`src/rtl/hif_queue_seq.sv`:
```
// hif_queue_seq: write/read pointer sequencer for the HF sample RAM, issuing a read burst of the newest RD_LEN samples after each write.
// Build option QSEQ_PEND_EN adds a one-deep pending strobe; without it, strobes arriving while busy are dropped.
module hif_queue_seq #(
    parameter int DEPTH  = 1536,
    parameter int AW     = 11,
    parameter int RD_LEN = 1021
) (
    input  logic          clk,
    input  logic          rst_n,
    input  logic          wrt_smpl,
    output logic          we,
    output logic [AW-1:0] waddr,
    output logic [AW-1:0] raddr,
    output logic          sequencing,
    output logic          first,
    output logic          last,
    output logic          full,
    output logic          ovr
);
    localparam int            CW      = $clog2(RD_LEN + 1);
    localparam int            AW1     = AW + 1;
    localparam logic [CW-1:0] CNT_MAX = CW'(RD_LEN);
    localparam logic [CW-1:0] SEQ_END = CW'(RD_LEN - 1);
    localparam logic [AW-1:0] PTR_END = AW'(DEPTH - 1);
    localparam logic [AW:0]   DEPTH_W = AW1'(DEPTH);
    localparam logic [AW:0]   BACK    = AW1'(DEPTH - (RD_LEN - 1));

    typedef enum logic [1:0] {IDLE, WRITE, SEQ} state_t;

    state_t        state, nxt;
    logic [AW-1:0] new_ptr;
    logic [CW-1:0] cnt, cnt_nxt, scnt;
    logic          pend, busy, drop;
    logic [AW:0]   start_sum;
    logic [AW-1:0] start;

    assign busy      = state != IDLE;
    assign cnt_nxt   = (cnt == CNT_MAX) ? cnt : cnt + 1'b1;
    // The oldest sample of the burst sits RD_LEN-1 slots behind the one just written.
    assign start_sum = {1'b0, new_ptr} + BACK;
    assign start     = (start_sum >= DEPTH_W) ? AW'(start_sum - DEPTH_W) : start_sum[AW-1:0];

`ifdef QSEQ_PEND_EN
    always_ff @(posedge clk or negedge rst_n)
        if (!rst_n)
            pend <= 1'b0;
        else
            pend <= (state == IDLE) ? (pend && wrt_smpl) : (pend || wrt_smpl);
    assign drop = busy && wrt_smpl && pend;
`else
    assign pend = 1'b0;
    assign drop = busy && wrt_smpl;
`endif

    always_ff @(posedge clk or negedge rst_n)
        if (!rst_n)
            state <= IDLE;
        else
            state <= nxt;

    always_comb
        nxt = (state == IDLE)  ? ((wrt_smpl || pend) ? WRITE : IDLE) :
              (state == WRITE) ? ((cnt_nxt == CNT_MAX) ? SEQ : IDLE) :
              (state == SEQ && scnt != SEQ_END) ? SEQ : IDLE;

    always_ff @(posedge clk or negedge rst_n)
        if (!rst_n) begin
            new_ptr <= '0;
            cnt     <= '0;
            scnt    <= '0;
            waddr   <= '0;
            raddr   <= '0;
            ovr     <= 1'b0;
        end else begin
            if (state == IDLE && nxt == WRITE)
                waddr <= new_ptr;
            if (state == WRITE) begin
                new_ptr <= (new_ptr == PTR_END) ? '0 : new_ptr + 1'b1;
                cnt     <= cnt_nxt;
                if (nxt == SEQ)
                    raddr <= start;
            end
            if (state == SEQ && scnt != SEQ_END)
                raddr <= (raddr == PTR_END) ? '0 : raddr + 1'b1;
            scnt <= (state == SEQ) ? scnt + 1'b1 : '0;
            if (drop)
                ovr <= 1'b1;
        end

    always_comb begin
        we         = state == WRITE;
        sequencing = state == SEQ;
        first      = sequencing && scnt == '0;
        last       = sequencing && scnt == SEQ_END;
        full       = cnt == CNT_MAX;
    end
endmodule
```
`config.mk`:
```
export PLATFORM = sky130hd
export DESIGN_NAME = hif_queue_seq
export DESIGN_NICKNAME = d
export VERILOG_FILES = /design/src/rtl/hif_queue_seq.sv
export SDC_FILE = /design/constraint.sdc
export NUM_CORES = 1
export LEC_CHECK = 0
export ABC_CLOCK_PERIOD_IN_PS = 2300
export BUFFER_PORTS_ARGS = -buffer_cell sky130_fd_sc_hd__buf_2
export CORE_MARGIN = 2
export CORE_UTILIZATION = 53
export CTS_CLUSTER_DIAMETER = 30
export DETAILED_ROUTE_END_ITERATION = 8
export PLACE_DENSITY = 0.81
export SLEW_MARGIN = 5
export SYNTH_ARGS = -nofsm -noshare
export SYNTH_HDL_FRONTEND = slang
export SYNTH_SLANG_ARGS = --single-unit
export TNS_END_PERCENT = 5
```
`constraint.sdc`:
```
create_clock -name clk -period 2.3 [get_ports clk]
set_input_delay 0 -clock clk [delete_from_list [all_inputs] [get_ports clk]]
set_output_delay 0 -clock clk [all_outputs]
set_load 0.01 [all_outputs]
```
## Yosys cells after proc, flatten, opt, wreduce, memory -nomap -nowiden

Index checks and enable logic that the tools add are counted.

- Register bits after elaboration: 56
- Bits of input ports: 3
- Output and inout bits: 28
- Logic and storage cells: 48

- Add/subtract/negate cells: 6
- Magnitude comparators: 1
- Eq/ne operators: 10
- Multiplexer cells: 13
- Reductions and logical operators: 11

Operator list:

| kind | count |
|---|---|
| 11-bit 2-to-1 mux | 6 |
| 10-bit == test (second input constant) | 3 |
| 11-bit by 1-bit adder with 11-bit output (second input constant) | 2 |
| 11-bit == test (second input constant) | 2 |
| 10-bit by 1-bit adder with 10-bit output (second input constant) | 2 |
| 10-bit 2-to-1 mux | 2 |
| 11-bit by 10-bit adder with 12-bit output (second input constant) | 1 |
| 12-bit by 11-bit >= comparator with 1-bit output (second input constant) | 1 |
| 11-bit subtractor (second input constant) | 1 |
| 10-bit zero test | 1 |
| 10-bit inequality test (second input constant) | 1 |
| 2-bit 2-to-1 mux | 4 |
| 2-bit nonzero test | 3 |
| 1-bit logical AND | 5 |
| 2-bit by 1-bit == test with 1-bit output (second input constant) | 2 |
| 2-bit == test (second input constant) | 2 |
| 2-bit zero test | 1 |
| 2-bit AND reduction | 1 |
| 1-bit 2-to-1 mux | 1 |

## Depth between registers and ports, before layout

Gate-level depths: netlist (run 1).

- Depth after elaboration: 10
- Mapped depth: 11
- Mapped depth without buffers: 9

## Worst setup path before layout (run 1)

No wires, ideal clock.

- Path kind: reg-to-reg
- Start point: register cnt[1]
- End point: register raddr[9]
- Library setup time: 0.137 ns
- Data arrival time: 2.229 ns
- Required time: 2.163 ns
- Path slack: -0.067 ns
- Cell stages (with the launch flop): 12
- Path buffers: 2
- Clock period less this slack: 2.367 ns
- Path through: dfrtp_1 clkbuf_2 inv_1 ha_1 and4_1 nand3_1 inv_1 o31ai_1 or4_4 buf_6 nor4_1 a21oi_1

- Longest elaborated chain between the ends: 9
- Elaborated cells between the ends (all ways): 10
- Classes of those cells: add/sub (1); eq/ne (3); mux (4); reduce/logical (2)

RTL lines:

| what | RTL line | source |
|---|---|---|
| from (decl) | 32 | `logic [CW-1:0] cnt, cnt_nxt, scnt;` |
| from (signal assigned) | 79 | `cnt <= cnt_nxt;` |
| 10-bit == test | -- |  |
| named net full | 17 | `output logic full,` |
| 10-bit 2-to-1 mux | 38 | `assign cnt_nxt = (cnt == CNT_MAX) ? cnt : cnt + 1'b1;` |
| 10-bit == test | 63 | `(state == WRITE) ? ((cnt_nxt == CNT_MAX) ? SEQ : IDLE) :` |
| 2-bit 2-to-1 mux (2 in series) | 63 |  |
| 2-bit 2-to-1 mux | 62 | `nxt = (state == IDLE) ? ((wrt_smpl \|\| pend) ? WRITE : IDLE) :` |
| 2-bit == test | 80 | `if (nxt == SEQ)` |
| 2-bit nonzero test (no source line) | -- |  |
| 2-bit AND reduction (no source line) | -- |  |
| to (signal assigned) | 81 | `raddr <= start;` |
| to (signal assigned) | 84 | `raddr <= (raddr == PTR_END) ? '0 : raddr + 1'b1;` |
| to (decl) | 13 | `output logic [AW-1:0] raddr,` |

The timed path passes the listed nets, and every way through them passes these cells.
A chain may end at the register's enable or synchronous reset.

## Worst setup path after layout (run 1)

- Start point: register cnt[6]
- End point: register raddr[2]

- Longest elaborated chain between the ends: 9
- Elaborated cells between the ends (all ways): 10
- Classes of those cells: add/sub (1); eq/ne (3); mux (4); reduce/logical (2)

RTL lines:

| what | RTL line |
|---|---|
| 10-bit by 1-bit adder with 10-bit output / 10-bit == test (equally long branches) | 38 |
| 10-bit 2-to-1 mux * | 38 |
| 10-bit == test * | 63 |
| 2-bit 2-to-1 mux * (2 in series) | 63 |
| 2-bit 2-to-1 mux * | 62 |
| 2-bit == test * | 80 |
| 2-bit nonzero test (no source line) * | -- |
| 2-bit AND reduction (no source line) * | -- |

Every way passes the cells marked *; elsewhere a longest branch is shown, timed or not.

==> results of run 1 <==
==> synth_stat cells (9+ instances only) <==
cell type | n | area share (%)
nor3_1 | 9 | 1.4
o21ai_0 | 11 | 1.7
dfrtp_1 | 56 | 44
nand4_1 | 11 | 2.2
ha_1 | 9 | 3.6
xnor2_1 | 14 | 3.9
clkbuf_1 | 9 | 1.1
mux2_2 | 12 | 4.3
inv_1 | 12 | 1.4
nand2_1 | 29 | 3.4
nand3_1 | 15 | 2.4
nor2_1 | 28 | 3.3
xor2_1 | 11 | 3.0
a21oi_1 | 17 | 2.7
==> state kept, by name, indices dropped and copies added, names as in the netlist <==
name / flops
cnt: 10
state: 2
ovr: 1
raddr: 11
scnt: 10
new_ptr: 11
waddr: 11
==> worst max-delay path, cell delays in order, from the launching register on <==
cell and delay (ps):
dfrtp_1 480, and3_1 260, a311oi_1 110, or3_4 410, or4_4 600, o211ai_1 230, o221ai_1 150
==> through the flow <==
stage | hold slack (ps) | worst slack (ps) | power (mW)
final | 138 | -71.0 | 2.80
after floorplan | -296 | 13.6 | 1.72
after global placement | -46.7 | 72.3 | 1.94
after global routing | 185 | -143 | 2.94
after detailed placement | -36.7 | -17.8 | 1.97
after CTS | 152 | 7.91 | 2.77
==> power by group through the flow <==
stage                     clock network (mW)  logic [mW]  registers, mW
after floorplan                            0       0.475           1.25
after global routing                   0.835       0.809           1.30
after global placement                     0       0.663           1.28
final                                  0.786       0.742           1.28
after CTS                              0.791       0.708           1.27
after detailed placement                   0       0.686           1.29
==> layout make-up <==
type	count	area, um2
fill	501	2150
multi-input combinational	251	1680
sequential	56	1400
timing repair buffer	53	335
tap	75	93.8
clock buffer	5	68.8
clock inverter	3	68.8
inverter	12	45.0
==> routing by layer <==
layer	track usage (%)	wire length, um
met5	0	0
met3	4.00	427
met2	39.4	3760
met4	6.27	114
met1	29.9	3210
==> final timing paths <==
check                                        to  slack [ps]  cells past startpoint
setup reg to reg           raddr[2]$_DFFE_PN0P_         -70                      6
hold / removal             waddr[6]$_DFFE_PN0P_         140                      2
max in group asynchronous    cnt[4]$_DFFE_PN0P_        1530                      3
hold reg to reg                 ovr$_DFFE_PN0P_         510                      1
setup / recovery           raddr[2]$_DFFE_PN0P_         -70                      6
min in group clk                ovr$_DFFE_PN0P_         500                      4
==> cell families (layout without fill, tap and decap cells) <==
| group | count (synthesis) | in the layout |
|---|---|---|
| DFF | 56 | 56 |
| AOI/OAI and AO/OA | 70 | 70 |
| and+or+nand+nor | 132 | 133 |
| muxes | 14 | 14 |
| buffers and inverters | 28 | 73 |
| xor gates and xnor gates | 25 | 25 |
| adders and majority gates | 9 | 9 |
==> what timing repair did <==
action                                 CTS  global route
endpoints found under the hold margin   18             0
hold buffers                             2             0
pin swaps                                1             3
setup endpoints to repair                3             9
cloned                                   0             1
setup buffers                            1             1
resized for setup                        0             8
==> flow_summary.yaml, run 1 <==
pwr:
  switching_share_pct: 32.3
  power_frac_clock_pct: 28.0
  leakagePower_nw: 1.65
  peakVddDrop_uv: 546
  switching_power_mw: 0.905
  p_comb_share_pct: 26.5
  p_int_mw: 1.90
  p_per_area_mw_per_mm2: 758
  p_seq_share_pct: 45.5
clock_tree:
  clock_latency_ps: 320
  cts.sinks: 56
  cts_tree: "yes"
  cts_made_buffers: 5
  h-tree-depth: 2
  clockBufferDepth: 2
  clkSlewWorstSetupHoldPaths_ps: 110
  root_buffer: "clkbuf_8"
placement:
  place_inst: 442
  routabilityCongestion: 0.884
  portBuffers: 30
  dpl_cell_area_mm2: 0.00349
  dp.final_hpwl_um: 5310
floorplanning:
  start_util_pct: 54.2
  core-area_mm2: 0.00585
  die_area_mm2: 0.00661
  ios: 31
  row_count: 28
  die_y_um: 81.3
  die_w_um: 81.3
yosys:
  synth_xor_area_share_pct: 6.91
  netlist_instances: 334
  synth-seq-area-share_pct: 44.2
  netlist_area_mm2: 0.00317
  yosysUniqueCellTypes: 49
  syn-mean-instance-area_um2: 9.49
  synth_ff_type: "dfrtp_1"
  yosys.area_share.simple_pct: 21.6
  synth.area.mux_share_pct: 4.90
  ys_ff_latch: 56
  synth_edf_count: 0
  synth_top_family_by_area: "simple AND/OR/NAND/NOR gates"
  synthArstFlopShare_pct: 100
  synth_fa_ha_area_share_pct: 3.55
  syn_nets: 346
  ys_warn_count: 0
  synth_compound_area_share_pct: 14.7
cells_and_area:
  drive_gt1_share_pct: 23.7
  final_cell_mix: "55 x dfrtp_1, 30 x buf_2, 29 x nand2_1"
  finalInstanceArea_mm2: 0.00370
  post-route-util_pct: 63.2
  antenna_cells: 0
  area_growth_pct: 16.7
  nNetsFinal: 391
  fin_cells: 455
  final_common_cell: "dfrtp_1"
detailed_routing:
  drc: 1
  wl_per_cell_um: 16.5
  ant_nets: 0
  drtPass1Iterations: 8
  drt_iter0_drc: 296
  drt-total-wl_um: 7510
  dr_total_vias: 2771
  via_per_inst: 6.09
outcome:
  violations: "design-rule violations, negative setup slack"
  status: "finished with violations"
global_route:
  grt_overflow: 0
  first_global_vias: 2512
  grt_usage_pct: 23.0
  antenna_found_initial: 0
  grt_pass1_wl_um: 11700
  grt_max_degree: 22
flow_run:
  maxCapViolations: 0
setup_path:
  cp-end-kind: "flop"
  crit_fanout: 7
  worstPathRequired_ps: 2490
  startpoint: "cnt[6]$_DFFE_PN0P_"
  arrival_ps: 2560
  path_class: "reg -> reg"
  startpoint_type: "flop"
  rr_startpoint: "cnt[6]$_DFFE_PN0P_"
sta:
  max_freq_ghz: 0.422
  finalCriticalPeriod_ps: 2370
  layout_worst_path_cycle_share_pct: 103
  setup_slack_ps: -71.0
  finalSetupTns_ps: -144
  final_max_slew_viol_count: 0
  relSlewSlack_pct: 66.7
  skew_ps: 8.98
  rsz0062_at_grt: "yes"
  tightest_slew_ps: 500
  hold_viol: 0
  setup_violations: 4
hold_path:
  hold_class: "in -> async"
(Power assumes the default switching activity.)
==> run 2, diff against run 1 <==
Settings changed: ABC_AREA from default to 1, PLACE_DENSITY 0.81 to 0.8.
==> run 2 against run 1 <==
Net effect:
- the flow now finishes without violations
- die area increased by 0.44%
- cell count increased by 18%
- design area fell by 3.8%
- critical path depth rose by 6
- sequential share of layout area is 1.4 points higher
- first-iteration DRC count is 38% lower
- fmax up 14%
- wire length down 6.5%
- critical path type unchanged
- largest cell class unchanged
==> flow_summary.yaml, run 2 <==
clock_tree:
  clock_latency_ps: 320
  h-tree-depth: 2
  cts_tree: "yes"
  root_buffer: "clkbuf_8"
  post-cts-setup-buffer-count: 0
  cts_made_buffers: 5
  clkSlewWorstSetupHoldPaths_ps: 110
  cts.sinks: 56
  clockBufferDepth: 2
placement:
  routabilityCongestion: 0.935
  dp.final_hpwl_um: 5170
  pre_cts_slack_ps: 138
  dpl_cell_area_mm2: 0.00343
  portBuffers: 30
floorplanning:
  die_y_um: 81.5
  start_util_pct: 54.4
  ios: 31
  die_area_mm2: 0.00664
  die_w_um: 81.5
  row_count: 28
  core-area_mm2: 0.00585
yosys:
  synth_compound_area_share_pct: 9.94
  synth_ff_type: "dfrtp_1"
  netlist_instances: 425
  synth.area.mux_share_pct: 0.314
  synth_edf_count: 0
  synthTopCellsByCount: "119 x nand2_1, 56 x dfrtp_1, 48 x inv_1"
  ys_warn_count: 0
  synthArstFlopShare_pct: 100
  synth-seq-area-share_pct: 44.0
  synth_fa_ha_area_share_pct: 3.54
  synth.area.top_cells: "dfrtp_1 44%, nand2_1 14%, nand3_1 6.8%"
  yosysTopAreaCell: "dfrtp_1"
  synth_top_area_share_pct: 44.0
  netlist_area_mm2: 0.00318
  yosys.area_share.simple_pct: 32.9
  yosysUniqueCellTypes: 34
  syn_nets: 437
  synth_xor_area_share_pct: 2.20
  syn-mean-instance-area_um2: 7.49
  synth_top_family_by_area: "simple AND/OR/NAND/NOR gates"
  ys_ff_latch: 56
  synth.most_common_cell: "nand2_1"
cells_and_area:
  antenna_cells: 0
  top_regs: "new_ptr (11), raddr (11), waddr (11)"
  drive_gt1_share_pct: 11.7
  final_common_cell: "nand2_1"
  final_cell_mix: "119 x nand2_1, 56 x dfrtp_1, 48 x inv_1"
  finalInstanceArea_mm2: 0.00356
  post-route-util_pct: 60.8
  nNetsFinal: 473
  area_growth_pct: 11.7
sta:
  setup_slack_ps: 225
  layout_worst_path_cycle_share_pct: 90.2
  setup_violations: 0
  relSlewSlack_pct: 61.1
  skew_ps: 10.6
  rsz0062_at_grt: "no"
  hold_viol: 0
  tightest_slew_ps: 582
  finalCriticalPeriod_ps: 2070
  finalSetupTns_ps: 0
  holdWs_ps: 11.5
  max_freq_ghz: 0.482
  final_max_slew_viol_count: 0
pwr:
  peakVddDrop_uv: 548
  leakagePower_nw: 1.78
  p_per_area_mw_per_mm2: 675
setup_path:
  path_class: "reg -> reg"
  rr_startpoint: "cnt[1]$_DFFE_PN0P_"
  startpoint: "cnt[1]$_DFFE_PN0P_"
  worstPathRequired_ps: 2570
  startpoint_type: "flop"
  cp-end-kind: "flop"
  ff2ff_setup_slack_ps: 230
  crit_fanout: 12
  arrival_ps: 2340
hold_path:
  hold_class: "in -> async"
detailed_routing:
  ant_nets: 0
  drc: 0
  via_per_inst: 5.39
  drt-total-wl_um: 7030
  dr_total_vias: 2892
  drt_iter0_drc: 183
  wl_per_cell_um: 13.1
  drtPass1Iterations: 5
global_route:
  antenna_found_initial: 0
  grt_overflow: 0
  first_global_vias: 2613
  grt_pass1_wl_um: 11700
  grt_max_degree: 28
  grt_usage_pct: 22.5
outcome:
  status: "finished, final reports clean"
flow_run:
  maxCapViolations: 0
run 2: cell count changes in the layout (fill, tap and decap cells not counted), moves of 7 or more:
cell      before  now
mux2_2        12    0
nand2b_1       8    0
nand3_1       14   43
o21ai_0       11   36
buf_4         19    5
inv_1         11   48
o211ai_1       7    0
nand2_1       29  119
xnor2_1       14    2
nor2_1        28   36
run 2: layer usage:
layer | global-route usage (%) | vias up | routed length (um)
met5 | 0 | - | 0
met2 | 35.8 | 75 | 3210
met3 | 3.74 | 14 | 269
li1 | - | 1470 | -
met4 | 8.14 | 0 | 122
met1 | 30.8 | 1333 | 3430
run 2: final cells by class:
type	instances	area [um2]
Multi-Input combinational cell	311	1570
Fill cell	534	2290
Clock inverter	3	27.5
Sequential cell	56	1400
Inverter	50	188
Clock buffer	5	68.8
Timing Repair Buffer	37	208
Tap cell	75	93.8
run 2: timing repair:
item / CTS / global route
hold buffers: 2 / 0
endpoints found under the setup margin: 0 / 12
hold endpoints to repair: 57 / 0
gates resized for setup: 0 / 3
run 2: logic make-up (layout without fill, tap and decap cells):
group / Yosys count / after routing
AO/OA/AOI/OAI: 59 / 59
XOR/XNOR: 8 / 8
adder cells (fa/ha/maj): 9 / 9
buffers and inverters: 58 / 95
flip-flops: 56 / 56
multiplexers: 1 / 1
AND/OR/NAND/NOR: 234 / 234
run 2: worst paths after layout:
path,end,depth (start not counted)
max,raddr[5]$_DFFE_PN0P_,12
min,scnt[8]$_DFF_PN0_,2
max reg2reg,raddr[5]$_DFFE_PN0P_,12
min reg2reg,ovr$_DFFE_PN0P_,1
max in group asynchronous,raddr[10]$_DFFE_PN0P_,3
min in group clk,ovr$_DFFE_PN0P_,4
run 2: stage by stage:
step                std cells  power (mW)
floorplan                 425        1.64
global placement          527        1.80
detailed placement        527        1.83
CTS                       537        2.41
global route              537        2.56
finish                    537        2.40
run 2: where the power goes:
| group | leakage (nW) | switching [mW] | internal (mW) | total, mW |
|---|---|---|---|---|
| Combinational | 0.985 | 0.386 | 0.206 | 0.591 |
| Clock | 0.0463 | 0.358 | 0.225 | 0.582 |
| Sequential | 0.744 | 0.131 | 1.10 | 1.23 |
| Total | 1.78 | 0.875 | 1.53 | 2.40 |
run 2: critical path, cell delays in order (launching register included):
cell and delay (ps):
dfrtp_1 440, inv_1 90, ha_1 210, nand2_1 80
nor2_2 160, nand3_2 120, nand3_1 140, nand3_1 90
nor2_1 170, nand3_4 200, nand2_4 190, nand2_1 80
nand2_1 60
